File: config.mk
export PLATFORM = sky130hd
export DESIGN_NAME = button_debouncer
export DESIGN_NICKNAME = d
export VERILOG_FILES = /design/src/rtl/button_debouncer.sv
export SDC_FILE = /design/constraint.sdc
export NUM_CORES = 1
export LEC_CHECK = 0
export ABC_AREA = 1
export ABC_CLOCK_PERIOD_IN_PS = 3700
export CORE_MARGIN = 1
export CORE_UTILIZATION = 47
export DETAILED_ROUTE_END_ITERATION = 10
export PLACE_DENSITY = 0.67
export SYNTH_ARGS = -nofsm -noshare
export SYNTH_HDL_FRONTEND = slang
export SYNTH_SLANG_ARGS = --single-unit
File: constraint.sdc
create_clock -name clk -period 3.7 [get_ports clk]
set_input_delay 0.925 -clock clk [delete_from_list [all_inputs] [get_ports clk]]
set_output_delay 0.925 -clock clk [all_outputs]
set_load 0.05 [all_outputs]
File: src/rtl/button_debouncer.sv
// N-channel push-button front end: 2-flop synchroniser, tick-sampled debounce,
// press/release edge pulses and a one-shot long-press pulse per channel.
module button_debouncer #(
  parameter int unsigned CLK_FREQ       = 100_000_000,
  parameter int unsigned TICK_HZ        = 1_000,
  parameter int unsigned N_BTN          = 4,
  parameter int unsigned DEBOUNCE_TICKS = 20,
  parameter int unsigned HOLD_TICKS     = 1000,
  parameter bit          ACTIVE_LOW     = 1'b0
) (
  input  logic             clk,
  input  logic             rst,
  input  logic [N_BTN-1:0] btn_in,
  output logic [N_BTN-1:0] btn_level,
  output logic [N_BTN-1:0] btn_press,
  output logic [N_BTN-1:0] btn_release,
  output logic [N_BTN-1:0] btn_hold,
  output logic             tick
);

  localparam int unsigned TickDiv = (TICK_HZ == 0) ? 0 : CLK_FREQ / TICK_HZ;
  localparam int unsigned CntW    = (TickDiv > 2) ? $clog2(TickDiv) : 1;
  localparam int unsigned DcntW   = (DEBOUNCE_TICKS > 1) ? $clog2(DEBOUNCE_TICKS) : 1;
  // Extra code point HOLD_TICKS marks "already fired" until release.
  localparam int unsigned HcntW   = (HOLD_TICKS > 0) ? $clog2(HOLD_TICKS + 1) : 1;

  localparam logic [CntW-1:0]  CntLast  = CntW'(TickDiv - 1);
  localparam logic [DcntW-1:0] DcntLast = DcntW'(DEBOUNCE_TICKS - 1);
  localparam logic [HcntW-1:0] HcntLast = HcntW'(HOLD_TICKS - 1);
  localparam logic [HcntW-1:0] HcntSat  = HcntW'(HOLD_TICKS);
  localparam logic [N_BTN-1:0] IdlePins = {N_BTN{ACTIVE_LOW}};

  if (TICK_HZ < 1 || TickDiv < 2 || DEBOUNCE_TICKS < 1 || HOLD_TICKS < 1 || N_BTN < 1)
  begin : g_param_check
    $error("button_debouncer: illegal parameter combination");
  end

  logic [CntW-1:0]  cnt_q, cnt_d;
  logic [N_BTN-1:0] sync1_q, sync2_q, s;
  logic [N_BTN-1:0] level_q, level_d;
  logic [N_BTN-1:0] press_q, press_d;
  logic [N_BTN-1:0] release_q, release_d;
  logic [N_BTN-1:0] hold_q, hold_d;
  logic [DcntW-1:0] dcnt_q [N_BTN];
  logic [DcntW-1:0] dcnt_d [N_BTN];
  logic [HcntW-1:0] hcnt_q [N_BTN];
  logic [HcntW-1:0] hcnt_d [N_BTN];

  assign tick = (cnt_q == CntLast);
  assign s    = sync2_q ^ IdlePins;

  always_comb begin
    cnt_d = cnt_q + CntW'(1);
    if (tick) cnt_d = '0;
  end

  always_comb begin
    level_d   = level_q;
    press_d   = '0;
    release_d = '0;
    hold_d    = '0;
    for (int i = 0; i < int'(N_BTN); i++) begin
      dcnt_d[i] = dcnt_q[i];
      hcnt_d[i] = hcnt_q[i];

      if (s[i] == level_q[i]) begin
        dcnt_d[i] = '0;
      end else if (tick) begin
        if (dcnt_q[i] == DcntLast) begin
          level_d[i] = ~level_q[i];
          dcnt_d[i]  = '0;
        end else begin
          dcnt_d[i] = dcnt_q[i] + DcntW'(1);
        end
      end

      press_d[i]   = level_d[i] & ~level_q[i];
      release_d[i] = ~level_d[i] & level_q[i];

      // A release accepted on the same tick suppresses the hold pulse.
      if (!level_q[i]) begin
        hcnt_d[i] = '0;
      end else if (tick && hcnt_q[i] != HcntSat) begin
        if (hcnt_q[i] == HcntLast) begin
          hold_d[i] = level_d[i];
          hcnt_d[i] = HcntSat;
        end else begin
          hcnt_d[i] = hcnt_q[i] + HcntW'(1);
        end
      end
    end
  end

  always_ff @(posedge clk or posedge rst) begin
    if (rst) begin
      cnt_q     <= '0;
      sync1_q   <= IdlePins;
      sync2_q   <= IdlePins;
      level_q   <= '0;
      press_q   <= '0;
      release_q <= '0;
      hold_q    <= '0;
      for (int i = 0; i < int'(N_BTN); i++) begin
        dcnt_q[i] <= '0;
        hcnt_q[i] <= '0;
      end
    end else begin
      cnt_q     <= cnt_d;
      sync1_q   <= btn_in;
      sync2_q   <= sync1_q;
      level_q   <= level_d;
      press_q   <= press_d;
      release_q <= release_d;
      hold_q    <= hold_d;
      for (int i = 0; i < int'(N_BTN); i++) begin
        dcnt_q[i] <= dcnt_d[i];
        hcnt_q[i] <= hcnt_d[i];
      end
    end
  end

  assign btn_level   = level_q;
  assign btn_press   = press_q;
  assign btn_release = release_q;
  assign btn_hold    = hold_q;

endmodule

# [Word level (Yosys, flattened, before mapping)]
# Index checks and enable logic that the tools add are counted.
[totals] register_bits=101 inputBits=6 output_inout_bits=17 elab_cells=118
[classes] n_addsub=9 n_eq_ne=21 mux=49 n_bitwise=16 n_reduce_logical=8
[ops] op="$mux W10" count=12
[ops] op="$mux W5" count=12
[ops] op="$add A10 B1 Y10 const B" count=4
[ops] op="$eq A10 B10 Y1 const B" count=4
[ops] op="$ne A10 B10 Y1 const B" count=4
[ops] op="$mux W1" count=24
[ops] op="$add A5 B1 Y5 const B" count=4
[ops] op="$eq A5 B5 Y1 const B" count=4
[ops] op="$add A17 B1 Y17 const B" count=1
[ops] op="$eq A17 B17 Y1 const B" count=1
[ops] op="$mux W17" count=1
[ops] op="$and A1 B1 Y1" count=8
[ops] op="$ne A2 B1 Y1 const B" count=4
[ops] op="$not A1 Y1" count=8
[ops] op="$reduce_bool A2 Y1" count=4
[ops] op="$eq A1 B1 Y1" count=4
[ops] op="$logic_and A1 B1 Y1" count=4

# [Longest topological paths before layout]
# Gate-level depths: netlist of the first run.
[logic_depth] word_depth=7 mapped_depth=11 depth_no_buf=11

# [Worst setup path before layout of the first run]
# Ideal clock, no wire load.
[synth_timing] kind="register to output" from="register cnt_q[0]" to="output tick" arrival_ps=1261 t_required_ps=2775 slack_ps=1514 path_stages_with_launch=7 path_buffers=1 path_cell_list="dfrtp_1 ha_1 nand2_1 nor2_4 nand2_2 nor2_8 buf_4"
[synth_via] elab_chain_cells=1
[synth_lines] item="start: declaration" line_no="38" source="logic [CntW-1:0] cnt_q, cnt_d;"
[synth_lines] item="start signal: assignment" line_no="108" source="cnt_q <= cnt_d;"
[synth_lines] item="$eq A17 B17 Y1" line_no="49" source="assign tick = (cnt_q == CntLast);"
[synth_lines] item="end: declaration" line_no="18" source="output logic tick"
# Every way passes these cells.

# [Worst setup path in the final report of the first run]
# Ends and elaborated chain as after synthesis.

==> results.md, run 1 <==
Clock tree:
- The number of setup buffers added after CTS is 0.
- The clock tree root driver cell is clkbuf_16.
- The clock drives ~100 sinks.
- After clock tree synthesis, the flow added hold-fix buffers numbering 0.
- After clock tree synthesis, the repair step resized 0 gates.
- The number of buffers created by CTS is 9.
- The buffer levels on the longest clock path is 2.
- After clock tree synthesis, the clock-pin slew on the worst setup and hold paths is 0.07 ns.
- The clock tree from TritonCTS is done.
- The count of H-tree levels built during CTS is 3.
- The clock insertion delay at the later pin of the skew report is roughly 0.35 ns.

Place:
- The number of port buffers is 22.
- The HPWL after detailed placement is about 8700 um.
- Routability-driven placement finished with a final weighted congestion of roughly 0.91.
- The worst setup timing slack at the placement stage is ~0.91 ns.
- The number of placed instances, taps included, is 985.

Logic synthesis:
- The number of nets in the synthesized netlist is ~830.
- Summing every instance area after synthesis gives a little under 6000 um^2.
- After synthesis, the cell types taking the most area are dfrtp_1, nand2_1, nand3_1.
- The sequential area share after synthesis is a little over two fifths.
- The synthesized instance count is around 810.
- The distinct cell type count after synthesis is 31.
- The average cell area after synthesis is roughly 7.3 um^2.
- After synthesis the netlist holds a flip-flop and latch count of a little over 100.
- The largest area contributor in the netlist is dfrtp_1.
- The count of synthesis-stage warnings from yosys is 0.
- The top-area cell type share of the netlist area is approximately 43%.

Power:
- The switching part of the total power is a little over a fifth.
- The net switching power of the design is ~0.00045 W.
- The internal power of the cells totals 0.00161 W.
- In this run the static leakage power is around 3.2 nW.
- The design draws around 0.0021 W.
- The combinational power share is about 2.0%.
- The register share of total power is about 54%.
- The clock network accounts for 44.1% of the total power.
- The power density relative to cell area is ~310 nW/um^2.
- IR analysis of the VDD net gives a maximum drop of 0.000326 V.

Hold path:
- The worst hold path begins at sync1_q[1].
- The tightest min-delay check is of the flop to flop type.

Global routing:
- The number of global-route vias before repair came to between 4000 and 5000.
- Global routing finished with a remaining overflow of 0.
- Entering global routing, the biggest net connects 54 pins.
- The first-pass GRT wire length is approximately 21000 um.
- In the global route stage, met1 resource usage came out at between 20 and 30%.
- The global routing usage summed across all routing layers is approximately a fifth.
- met2 is the most crowded layer.
- The initial antenna violation count is 0.
- The met3 track utilization from global routing is under 10%.
- In the global route stage, met2 resource usage came out at approximately a third.

Die:
- During I/O placement, the number of pins put on the boundary was 23.
- The die covers 13000 um^2.
- The width of the die is ~110 um.
- For this configuration, the core starts out at a cell density of between 40% and 50%.
- The core region is around 12000 um^2.
- The number of placement rows is 40.
- The height of the die is roughly 110 um.

Drt:
- After detailed routing, the average wire length per cell comes to 11.9 um.
- For this run, design rule violations remaining after detail routing come to 0.
- The count of vias placed by the detailed router is roughly 5000.
- The first detailed-routing pass ran for 5 iterations.
- Dividing the detail-routed via count by the number of cells gives between 4 and 5.
- The detailed router finished its first iteration with 319 violations.
- The residual antenna-violating net count after detailed routing is 0.
- The sum of routed wire length over all layers is roughly 12000 um.

Setup path:
- The setup path with the least slack is of type flop to output port.
- The stage delay of the slowest cell on the critical path is ~0.8 ns.
- The kind of cell with the highest combined delay along the critical path is buffers and inverters.
- The signal on the critical path passes through ha_1, nand2_1, nor2_4, nand2_2, nor2_8, clkdlybuf4s50_1.
- In this run the critical register-to-register path is launched from cnt_q[0].
- Together, buffers and inverters on the worst path number 1.
- The type of origin of the critical path is a flop.
- The critical path launch point is cnt_q[0].
- The cell at the slowest stage of the critical path is clkdlybuf4s50_1.
- In this run the worst path has a maximum fanout of 3.
- The type of destination of the critical path is an output port.
- The data arrival time at the worst-slack endpoint is between 2 and 2.5 ns.
- At the worst endpoint, the required time is ~2.8 ns.

STA:
- The clock skew is 0.00873 ns.
- Setup repair after global routing left no endpoint under its margin.
- Across all hold checks on the routed design, the worst slack comes to ~0.35 ns.
- The shortest period the worst path allows is 3.17 ns.
- The slew at the pin with the worst max-slew slack is around 0.66 ns.
- The setup violation total in the final timing report is 0.
- Of the available clock period, the critical path in the final layout requires 85.6%.
- Summed over all failing endpoints, the final setup total negative slack is 0 ns.
- For this run, the top clock speed supported by timing is between 300 and 400 MHz.
- The final hold violation count is 0.
- The count of pins over their slew limit came to 0.
- Measured against its own limit, the worst slew margin works out to 56.1%.
- The final critical-path setup slack is around 0.53 ns.

Cells and area:
- The sequential cells in the finished layout cover a total of around 2500 um^2.
- Relative to the synthesized area, the layout overhead comes to 11.1%.
- In the final design database the tool counted 847 nets.
- The area of combinational cells with multiple inputs is around 2900 um^2.
- The filler cells instantiated in the layout total 1167.
- The number of non-filler instances in the completed layout is ~1000.
- 0 antenna diodes ended up in the layout.
- Of the cells placed in the final design, the portion with a size suffix greater than 1 is around 6%.

Outcome:
- The flow ran to the end, and the final reports show no timing, DRC or antenna violations.

Run:
- Across the run, the number of max-cap violations was 0.
-- layer usage --
metal,share of wire [%],vias up
met5,0,-
met4,1.1,0
met3,3.2,9
met2,49,81
met1,47,2319
li1,-,2587
-- metrics by stage --
| stage | utilization, % | cell area, um^2 |
|---|---|---|
| floorplan | - | 5890 |
| global placement | 51.7 | 6260 |
| detailed placement | 51.7 | 6260 |
| CTS | 54.1 | 6550 |
| global route | 54.1 | 6550 |
| finish | 54.1 | 6550 |
-- final timing paths --
path / endpoint / cells after the start / slack, ns
max reg2reg: hcnt_q[35] / 10 / 1.42
max in group asynchronous: hcnt_q[14] / 3 / 1.95
max: tick / 6 / 0.53
min reg2reg: s[1] / 0 / 0.35
min in group asynchronous: hcnt_q[7] / 2 / 1.01
min: s[1] / 0 / 0.35
-- state kept, by name, indices dropped and copies added (netlist names) --
signal and cells:
sync1_q 4, dcnt_q 20, cnt_q 17, s 4, hcnt_q 40, btn_release 4
btn_level 4, btn_hold 4, btn_press 4
-- worst register-to-register path: cells and delay by family (launching register included) --
kind / cells / cell delay, ns
AND/OR/NAND/NOR: 8 / 1.27
adder cells (fa/ha/maj): 1 / 0.18
flip-flops: 1 / 0.38
buffers and inverters: 1 / 0.40
-- cell type report --
type | instances | share of cell area, %
Sequential cell | 101 | 38.6
Tap cell | 168 | 3.21
Clock inverter | 5 | 0.535
Timing Repair Buffer | 30 | 4.28
Multi-Input combinational cell | 590 | 44.0
Clock buffer | 11 | 3.86
Inverter | 96 | 5.54
-- cells by family after synthesis --
logic type      count (synthesis)  share of synthesized area [%]
simple gates                  522                           39.6
compound gates                 26                           2.25
buf+inv                       116                           8.24
fa+ha+maj                      13                           2.76
flops                         101                           42.9
xor+xnor                       29                           4.31
-- Yosys cell counts (all sizes together) --
cell type,count
o21bai,1
xor2,26
inv,96
nor2,124
nand3b,5
nor3b,5
xnor2,3
a21oi,3
o21ai,22
buf,16
nand4,12
nor3,18
nand2,240
clkbuf,4
ha,13
nand3,118
dfrtp,101
-- power groups by stage --
stage / clock [W] / combinational [W] / sequential [W]
2_1_floorplan: 0 / 0.0000261 / 0.00113
3_3_place_gp: 0 / 0.0000425 / 0.00113
3_5_place_dp: 0 / 0.0000436 / 0.00113
4_1_cts: 0.000937 / 0.0000437 / 0.00111
5_1_grt: 0.000980 / 0.0000485 / 0.00111
6_report: 0.000909 / 0.0000413 / 0.00111
-- cell usage in the layout, fill, tap and decap left out --
cell             instances
o21ai_1                 16
clkdlybuf4s50_1         22
nor3_1                  16
inv_1                   92
nor3_2                   2
o21ai_0                  6
ha_1                    13
nor2_8                   2
xnor2_1                  3
dfrtp_1                101
nor2_2                   3
inv_4                    1
clkbuf_16                9
nand3_4                  1
nor2_1                 114
nand3_1                116
clkbuf_8                 2
clkinvlp_4               1
nand4_1                 12
inv_2                    3
clkinv_4                 2
nand2_2                  6
a21oi_1                  3
nand3b_1                 5
nor2_4                   5
nor3b_1                  5
buf_4                    8
o21bai_1                 1
nand2_1                232
clkinv_2                 2
nand3_2                  1
xor2_1                  26
nand2_4                  2
Note: power is estimated with default switching activity, not from simulation.
==> inputs of run 2 (changes only) <==
--- a/config.mk
+++ b/config.mk
@@ -7,10 +7,12 @@
 export LEC_CHECK = 0
 export ABC_AREA = 1
 export ABC_CLOCK_PERIOD_IN_PS = 3700
+export CELL_PAD_IN_SITES_DETAIL_PLACEMENT = 0
+export CELL_PAD_IN_SITES_GLOBAL_PLACEMENT = 1
 export CORE_MARGIN = 1
-export CORE_UTILIZATION = 47
+export CORE_UTILIZATION = 41
 export DETAILED_ROUTE_END_ITERATION = 10
-export PLACE_DENSITY = 0.67
+export PLACE_DENSITY_LB_ADDON = 0.1
 export SYNTH_ARGS = -nofsm -noshare
 export SYNTH_HDL_FRONTEND = slang
 export SYNTH_SLANG_ARGS = --single-unit
==> run 2 against run 1 <==
Final cell count is 1.1% higher. Count of clock-buffer cells in the layout down 2. Critical path depth is the same. Utilization fell by 7.0 points. Sequential cell count did not move. Largest cell class unchanged. Highest routed layer unchanged.
==> results.md, run 2 (synthesis results as in run 1) <==
Power:
- The power density relative to cell area was 313 nW/um^2 (-0.49%).
- The cell leakage power is 3.20 nW (-0.42%).
- The largest voltage drop on the vdd net came to 0.000280 V (-14%).

STA:
- The setup violation total in the final timing report is 0 (unchanged).
- The shortest period the worst path allows is 3.15 ns (-0.0223 ns).
- The final hold violation count came to 0 (unchanged).
- The setup TNS after final layout is 0 ns (unchanged).
- The count of pins over their slew limit is 0 (unchanged).
- The relative slew slack is 58.2% (+2.2 points).
- The maximum clock rate is 318 MHz (+0.71%).
- The final cycle utilization of the critical path is 85.0% (-0.60 points).
- The slew at the pin with the worst max-slew slack is 0.622 ns (-0.0373 ns).
- Setup repair after global routing left no endpoint under its margin.
- The clock skew was 0.00525 ns (-0.00348 ns).

Die:
- The number of placement rows is 43 (+7.5%).
- The initial core utilization is 42.3% (-6.4 points).
- The floorplan core area is 13900 um^2 (+15%).
- The height of the die is 122 um (+6.9%).
- The top-level port count was 23 (unchanged).
- The width of the die is 122 um (+6.9%).
- The full die area is 14900 um^2 (+14%).

Drt:
- The residual antenna-violating net count after detailed routing is 0 (unchanged).
- The count of vias placed by the detailed router is 4922 (-1.5%).
- The violation count after the first detailed-route iteration is 275 (-14%).
- The length of the first detailed-routing pass in iterations is 4 (-1).
- The mean number of vias per cell came to 4.86 (-2.6%).
- The sum of routed wire length over all layers is 12500 um (+4.7%).
- The remaining routing DRC violations is 0 (unchanged).
- The routed wirelength normalized by instance count is 12.4 um (+3.6%).

Clock tree:
- The clock transition at the registers of the reported paths is 0.07 ns (about the same).
- The number of setup buffers added after CTS was 0 (unchanged).
- The buffer levels on the longest clock path is 2 (unchanged).
- The hold-fix buffer count after cts is 0 (unchanged).
- The count of H-tree levels built during CTS is 3 (unchanged).
- The clock net sink count is 101 (unchanged).
- CTS placed an instance of clkbuf_16 at the clock tree root.
- The number of buffers created by CTS is 9 (unchanged).
- The clock insertion delay at the later pin of the skew report is 0.35 ns (about the same).
- The clock tree from TritonCTS is done.
- The post-cts gate resize count is 0 (unchanged).

Place:
- The post-detailed-placement half-perimeter wirelength is 8770 um (+1.2%).
- The area after detailed placement is 6280 um^2 (+0.32%).
- The last weighted congestion value of the routability-driven placer is 0.861 (-5.8%).
- The number of port buffers is 22 (unchanged).

Cells and area:
- In the layout the commonest cells are nand2_1, nand3_1, nor2_1, dfrtp_1, inv_1.
- The register containing the most flip-flops in the final layout is hcnt_q.
- The share of cells above drive strength 1 came to 5.89% (-0.11 points).
- The largest registers in the layout are hcnt_q x40, dcnt_q x20, cnt_q x17.
- The number of nets in the final layout is 846 (-0.12%).
- The antenna diode instance count came to 0 (unchanged).
- The library cell used most frequently in the layout, excluding fill and tap cells, is nand2_1.
- From synthesis to final layout, the design area changed by 11.3%.
- The number of flip-flops under the largest register name came to 40 (unchanged).
- The area of all placed cells without fillers came to 6560 um^2 (+0.11%).

Outcome:
- The flow ran to the end, and the final reports show no timing, DRC or antenna violations.

Setup path:
- The worst setup path is launched from a flop.
- The depth of the most critical reg-to-reg path was 10 (unchanged).
- The worst reg-to-reg setup slack came to 1.39 ns (-0.03 ns).
- The data arrival time at the worst-slack endpoint came to 2.22 ns (-0.02 ns).
- The kind of critical path is flop to output port.
- The critical-path maximum fanout came to 3 (unchanged).
- The required time at the worst-slack endpoint is 2.77 ns (about the same).
- The type of destination of the critical path is an output port.

Global routing:
- The largest net degree at the start of global routing is 45 (-17%).
- The initial antenna violation count is 0 (unchanged).
- The overall overflow remaining after global route is 0 (unchanged).
- The first-pass GRT wire length is 21900 um (+5.4%).
- The global routing usage summed across all routing layers is 18.7% (-1.3 points).
- The number of global-route vias before repair is 4638 (+1.0%).

Hold path:
- In this run the worst hold path is classified as flop to flop.
- The hold-critical path depth was 0 (unchanged).

Run:
- The count of maximum capacitance violations is 0 (unchanged).
-- run 2: power breakdown --
part	internal (W)	switching [W]	total [W]
registers	0.00111	0.00000282	0.00111
logic	0.0000109	0.0000324	0.0000432
clock network	0.000459	0.000441	0.000899
total	0.00158	0.000476	0.00205
-- run 2: per-stage QoR --
step	cells	hold slack, ns	setup WS [ns]	power [W]	util (%)
after floorplan	807	0.331	0.128	0.00116	-
after global placement	996	0.333	0.932	0.00118	45.1
after detailed placement	996	0.344	0.906	0.00118	45.1
after CTS	1012	0.362	0.507	0.00210	47.1
after global routing	1012	0.365	0.451	0.00214	47.1
final	1012	0.356	0.553	0.00205	47.1
-- run 2: final cells by class --
cell class / instances / area [um^2]
Multi-Input combinational cell: 590 / 2880
Clock buffer: 9 / 225
Sequential cell: 101 / 2530
Inverter: 96 / 363
Timing Repair Buffer: 29 / 285
Tap cell: 180 / 225
Fill cell: 1388 / 7380
Clock inverter: 7 / 50.0
-- run 2: critical path: stages, from the launching register on --
cell and delay [ns]:
dfrtp_1 0.37, ha_1 0.17, nand2_1 0.12, nor2_4 0.16, nand2_2 0.10, nor2_8 0.12, clkdlybuf4s50_1 0.82
-- run 2: worst paths after layout --
path,from,to
min in group asynchronous,rst,dcnt_q[10]
worst min-delay path,sync1_q[1],s[1]
max in group asynchronous,rst,hcnt_q[33]
worst max register to register,cnt_q[0],hcnt_q[20]
worst max-delay path,cnt_q[0],tick
worst min register to register,sync1_q[1],s[1]
-- run 2: per-layer routing --
layer	share of wire (%)	GRT usage (%)	vias to the layer above
met5	0	0	-
met2	47	30.1	62
met4	0.87	4.32	0
li1	-	-	2583
met1	49	25.3	2267
met3	3.2	4.59	10
==> variant 1: new RTL, settings of run 2 <==
Take the reset off `hold_q` and load it in a clocked block of its own.
--- a/src/rtl/button_debouncer.sv
+++ b/src/rtl/button_debouncer.sv
@@ -101,3 +101,2 @@
       release_q <= '0;
-      hold_q    <= '0;
       for (int i = 0; i < int'(N_BTN); i++) begin
@@ -113,3 +112,2 @@
       release_q <= release_d;
-      hold_q    <= hold_d;
       for (int i = 0; i < int'(N_BTN); i++) begin
@@ -119,2 +117,6 @@
     end
+  end
+
+  always_ff @(posedge clk) begin
+    hold_q <= hold_d;
   end
Check against the original RTL: no difference found for any inputs over 10 cycles, from zero or initial values and one cycle with rst high; that may be too few to reach the edited logic, so the function may still have changed.
==> variant 1 against run 2 <==
  * Final cell count is 6.1% lower
  * Register-to-register slack worse by 0.07 ns
  * Area after synthesis is 4.4% lower
  * Largest cell class unchanged
  * Routed wire length is 4.0% lower
  * Clock power is 2.4% higher
  * Synthesized cell count is 7.8% lower
  * Worst setup slack worse by 0.017 ns
  * Clock skew is 0.0014 ns higher
  * Power is 0.90% higher
  * Sequential cell count stayed put
  * Final area is 3.7% lower
  * Sequential power hardly changed
==> variant 1: results (changes against run 2) <==
| Metric | Value |
|---|---|
| Outcome | `finished clean` |
| Via count of the routed design | `4583 (-6.9%)` |
| Cell area after placement | `0.00603 sq mm (-4.0%)` |
| Static Leak | `2.97 nW (-7.0%)` |
| Number of global-route vias before repair | `4512 (-2.7%)` |
| Biggest fanout along the worst timing path | `5 (+2)` |
| Seq area share | `39.7% (+1.2 points)` |
| Fraction of area in multi-input gates | `42.3% (-1.7 points)` |
| Final net count | `788 (-6.9%)` |
| Global-route usage over all layers | `18.7% (-0.047 points)` |
| Worst slew margin relative to its limit | `55.3% (-2.9 points)` |
| Dpl ws | `0.903 ns (-0.00289 ns)` |
| Cells on worst reg2reg path | `7 (-3)` |
| Total detailed-routing wirelength | `12000 um (-4.0%)` |
| Number of standard cells in the layout, taps in and fillers out | `950 (-6.1%)` |
| Psw | `0.487 mW (+2.4%)` |
| Register area share after synthesis | `44.5% (+1.6 points)` |
| Most area-consuming cells after synthesis | `sky130_fd_sc_hd__dfrtp_1, sky130_fd_sc_hd__nand2_1, sky130_fd_sc_hd__nor2_1, sky130_fd_sc_hd__nand3_1, sky130_fd_sc_hd__inv_1` |
| Number of ordinary and repair buffers in the finished layout | `26 (-10%)` |
| Max Clock Skew | `0.00668 ns (+0.00143 ns)` |
| Total nets after synthesis | `763 (-7.6%)` |
| Largest net degree at the start of global routing | `44 (-2.2%)` |
| Number of DRC violations after detailed-routing iteration 0 | `259 (-5.8%)` |
| Share of post-route cells with drive strength above 1 | `4.91% (-0.98 points)` |
| Top cell type's share of synthesized area | `43.1% (+0.18 points)` |
| Adder-Cell Fraction of Synth Area | `2.89% (+0.13 points)` |
| Xor-xnor portion of the synthesized cell area | `6.99% (+2.7 points)` |
| Fill cell total of the finished layout | `1389 (+0.072%)` |
| Power per unit of standard cell area | `328 mW/mm^2 (+4.8%)` |
| Commonest cells in the synthesized netlist | `sky130_fd_sc_hd__nand2_1, sky130_fd_sc_hd__nor2_1, sky130_fd_sc_hd__dfrtp_1, sky130_fd_sc_hd__inv_1, sky130_fd_sc_hd__nand3_1` |
| Worst Path Arrival | `2.24 ns (+0.02 ns)` |
| Share of final layout cell area taken by clock buffers and inverters | `4.50% (+0.30 points)` |
| Number of distinct library cell variants in the gate-level netlist after synthesis | `28 (-9.7%)` |
| Synth Area in Compound Gates | `1.86% (-0.39 points)` |
| Multi-input combinational gate total | `533 (-9.7%)` |
| Global-route wire length before repair | `21000 um (-4.1%)` |
| Non-clk invs | `98 (+2.1%)` |
| Clock latency on the worst-skew pair | `about 0.36 ns` |
| Async S/R FF share, synth | `96.0% (-4.0 points)` |
| Postcts setup bufs | `0 (unchanged)` |
| Worst IR Drop VDD | `303 uV (+8.3%)` |
| Slowest stage delay, CP | `a little over 0.8 ns` |
| Core Box Area | `0.0133 sq mm (-4.2%)` |
| Layout Cell Area excl Fill | `0.00631 sq mm (-3.7%)` |
| GPL Wtd Cong | `0.797 (-7.5%)` |
==> variant 1: changes by cell type in the layout (fill, tap and decap cells not counted), sizes merged, moves of 3 or more <==
cell and change:
nand3 -38, nand2 -22, xor2 +11, nor2 -7, o21ai -6, nand4 +5, nor3 -5, xnor2 +5
dfrtp -4, dfxtp +4, buf -3
==> variant 1: worst paths after layout <==
check	startpoint	endpoint	slack [ns]
worst min register to register	sync1_q[0]	s[0]	0.36
min in group asynchronous	rst	hcnt_q[39]	0.99
worst max register to register	cnt_q[0]	dcnt_q[2]	1.32
worst min-delay path	sync1_q[0]	s[0]	0.36
worst max-delay path	cnt_q[0]	tick	0.54
max in group asynchronous	rst	hcnt_q[19]	2.02
==> variant 1: metal layers <==
layer	wire (um)	up-vias	global-route usage, %
met4	145	0	5.54
li1	-	2369	-
met5	0	-	0
met2	5720	63	31.4
met3	380	11	4.79
met1	5790	2140	23.4
==> variant 2: new RTL, flow settings as in run 2 <==
Made on the original files. The parameter `DEBOUNCE_TICKS` goes from 20 to 40.
--- a/src/rtl/button_debouncer.sv
+++ b/src/rtl/button_debouncer.sv
@@ -6,3 +6,3 @@
   parameter int unsigned N_BTN          = 4,
-  parameter int unsigned DEBOUNCE_TICKS = 20,
+  parameter int unsigned DEBOUNCE_TICKS = 40,
   parameter int unsigned HOLD_TICKS     = 1000,
Check against the original RTL: no difference found for any inputs over 10 cycles, from zero or initial values and one cycle with rst high; that may be too few to reach the edited logic, so the function may still have changed.
==> variant 2 against run 2 <==
  * Sequential cell count rose by 4
  * Largest cell class unchanged
  * Area after synthesis increased by 4.2%
  * Global-route usage decreased by 0.37 points
  * Hold slack is essentially flat
  * Via count is 4.6% higher
  * Sequential power increased by 4%
  * Synthesized cell count up 2.5%
  * Highest routed layer unchanged
  * Critical path depth down 5
  * Largest power group unchanged
  * Count of clock-buffer cells in the layout is 3 higher
  * First-iteration DRC count decreased by 5.8%
  * Routed wire length is 5.7% higher
  * Worst setup slack better by 0.21 ns
  * Power rose by 5.7%
  * Final area is 4.2% higher
==> variant 2: results (changes against run 2) <==
| Metric | Value |
|---|---|
| Most area-consuming cells after synthesis | `sky130_fd_sc_hd__dfrtp_1, sky130_fd_sc_hd__nand2_1, sky130_fd_sc_hd__nand3_1, sky130_fd_sc_hd__nor2_1, sky130_fd_sc_hd__inv_1` |
| Fill cell total of the finished layout | `1453 (+4.7%)` |
| Register-to-register setup slack | `1.62 ns (+0.23 ns)` |
| Global-route wire length before repair | `23400 um (+6.8%)` |
| Total nets after synthesis | `846 (+2.4%)` |
| Global-route usage over all layers | `18.3% (-0.37 points)` |
| Number of standard cells in the layout, taps in and fillers out | `1039 (+2.7%)` |
| Met2 layer usage reported by global route | `31.1% (+0.98 points)` |
| Number of gates resized after CTS | `0 (unchanged)` |
| Area growth from synthesis to layout | `11.2% (about the same)` |
| Outcome | `finished clean` |
| Number of global-route vias before repair | `4959 (+6.9%)` |
| Number of distinct library cell variants in the gate-level netlist after synthesis | `34 (+9.7%)` |
| Total detailed-routing wirelength | `13200 um (+5.7%)` |
| Final Hold Slack | `0.355 ns (-0.0000920 ns)` |
| GR met3 Demand/Resource | `4.51% (-0.078 points)` |
| Worst Path Arrival | `2.01 ns (-0.21 ns)` |
| Number of DRC violations after detailed-routing iteration 0 | `259 (-5.8%)` |
| Count of mapped cells out of synthesis | `827 (+2.5%)` |
| Max Clock Skew | `0.00520 ns (-0.0000461 ns)` |
| Largest net degree at the start of global routing | `38 (-16%)` |
| Startpoint of the lowest-slack hold path | `sync1_q[3]` |
| Cell area after placement | `0.00654 sq mm (+4.0%)` |
| Final net count | `870 (+2.8%)` |
| Kind of cell with the highest combined delay on the critical path | `buffers and inverters` |
| Beginning of the critical path | `btn_level[2]` |
| Biggest fanout along the worst timing path | `18 (+15)` |
| Dpl ws | `1.14 ns (+0.230 ns)` |
| Via count of the routed design | `5147 (+4.6%)` |
| Share of post-route cells with drive strength above 1 | `7.72% (+1.8 points)` |
| Worst IR Drop VDD | `230 uV (-18%)` |
| Top Registers | `hcnt_q x40, dcnt_q x24, cnt_q x17` |
| First-pass iteration count of the detailed router | `4 (unchanged)` |
| Static Leak | `3.30 nW (+3.4%)` |
| Share of the clock period used by the worst path after layout | `79.4% (-5.7 points)` |
| Worst slew margin relative to its limit | `58.4% (+0.21 points)` |
| Commonest cells in the synthesized netlist | `sky130_fd_sc_hd__nand2_1, sky130_fd_sc_hd__nand3_1, sky130_fd_sc_hd__dfrtp_1` |
| Hpwl dp | `9370 um (+6.8%)` |
| GPL Wtd Cong | `0.808 (-6.3%)` |
| Slowest stage delay, CP | `0.92 ns (+0.10 ns)` |
| Fraction of met1 tracks used by global routing | `23.6% (-1.7 points)` |
| Postcts setup bufs | `0 (unchanged)` |
| Register area share after synthesis | `42.8% (-0.12 points)` |
==> variant 2: area by class of cell <==
class	instances	share of cell area (%)
multi-input cells	604	44.3
flip-flops and latches	105	38.5
inverters	103	5.69
repair buffers	28	3.85
clock buffers	12	3.75
well taps	184	3.37
clock inverters	3	0.586
==> variant 2: power by group <==
group	leakage [nW]	total (mW)	switching, mW	internal, mW
clock network	0.148	0.971	0.415	0.556
registers	1.43	1.15	0.00180	1.15
logic	1.72	0.0463	0.0364	0.00997
==> variant 2: logic make-up (layout without fill, tap and decap cells) <==
logic type / Yosys count / in the layout / synth area share (%)
xor+xnor: 26 / 26 / 3.71
compound gates: 43 / 43 / 4.13
simple gates: 522 / 522 / 38.8
fa+ha+maj: 13 / 13 / 2.65
flops: 105 / 105 / 42.8
buf+inv: 118 / 146 / 7.98
==> variant 2: worst paths after layout <==
check                          endpoint  depth (start not counted)
setup / recovery           btn_level[2]                          1
hold / removal                     s[3]                          0
setup reg to reg             hcnt_q[34]                         10
hold reg to reg                    s[3]                          0
max in group asynchronous   btn_hold[2]                          3
min in group asynchronous    hcnt_q[38]                          2
==> variant 2: worst reg2reg max path, delay by kind of cell (launching register included) <==
| family | cells | cell delay (ns) |
|---|---|---|
| adder cells (fa/ha/maj) | 1 | 0.17 |
| buffers and inverters | 1 | 0.39 |
| flip-flops | 1 | 0.37 |
| AND/OR/NAND/NOR | 8 | 1.09 |
==> variant 2: metal layers <==
| metal | share of wire, % | vias to the layer above |
|---|---|---|
| li1 | - | 2674 |
| met5 | 0 | - |
| met1 | 48 | 2406 |
| met3 | 3.2 | 8 |
| met2 | 48 | 59 |
| met4 | 0.91 | 0 |
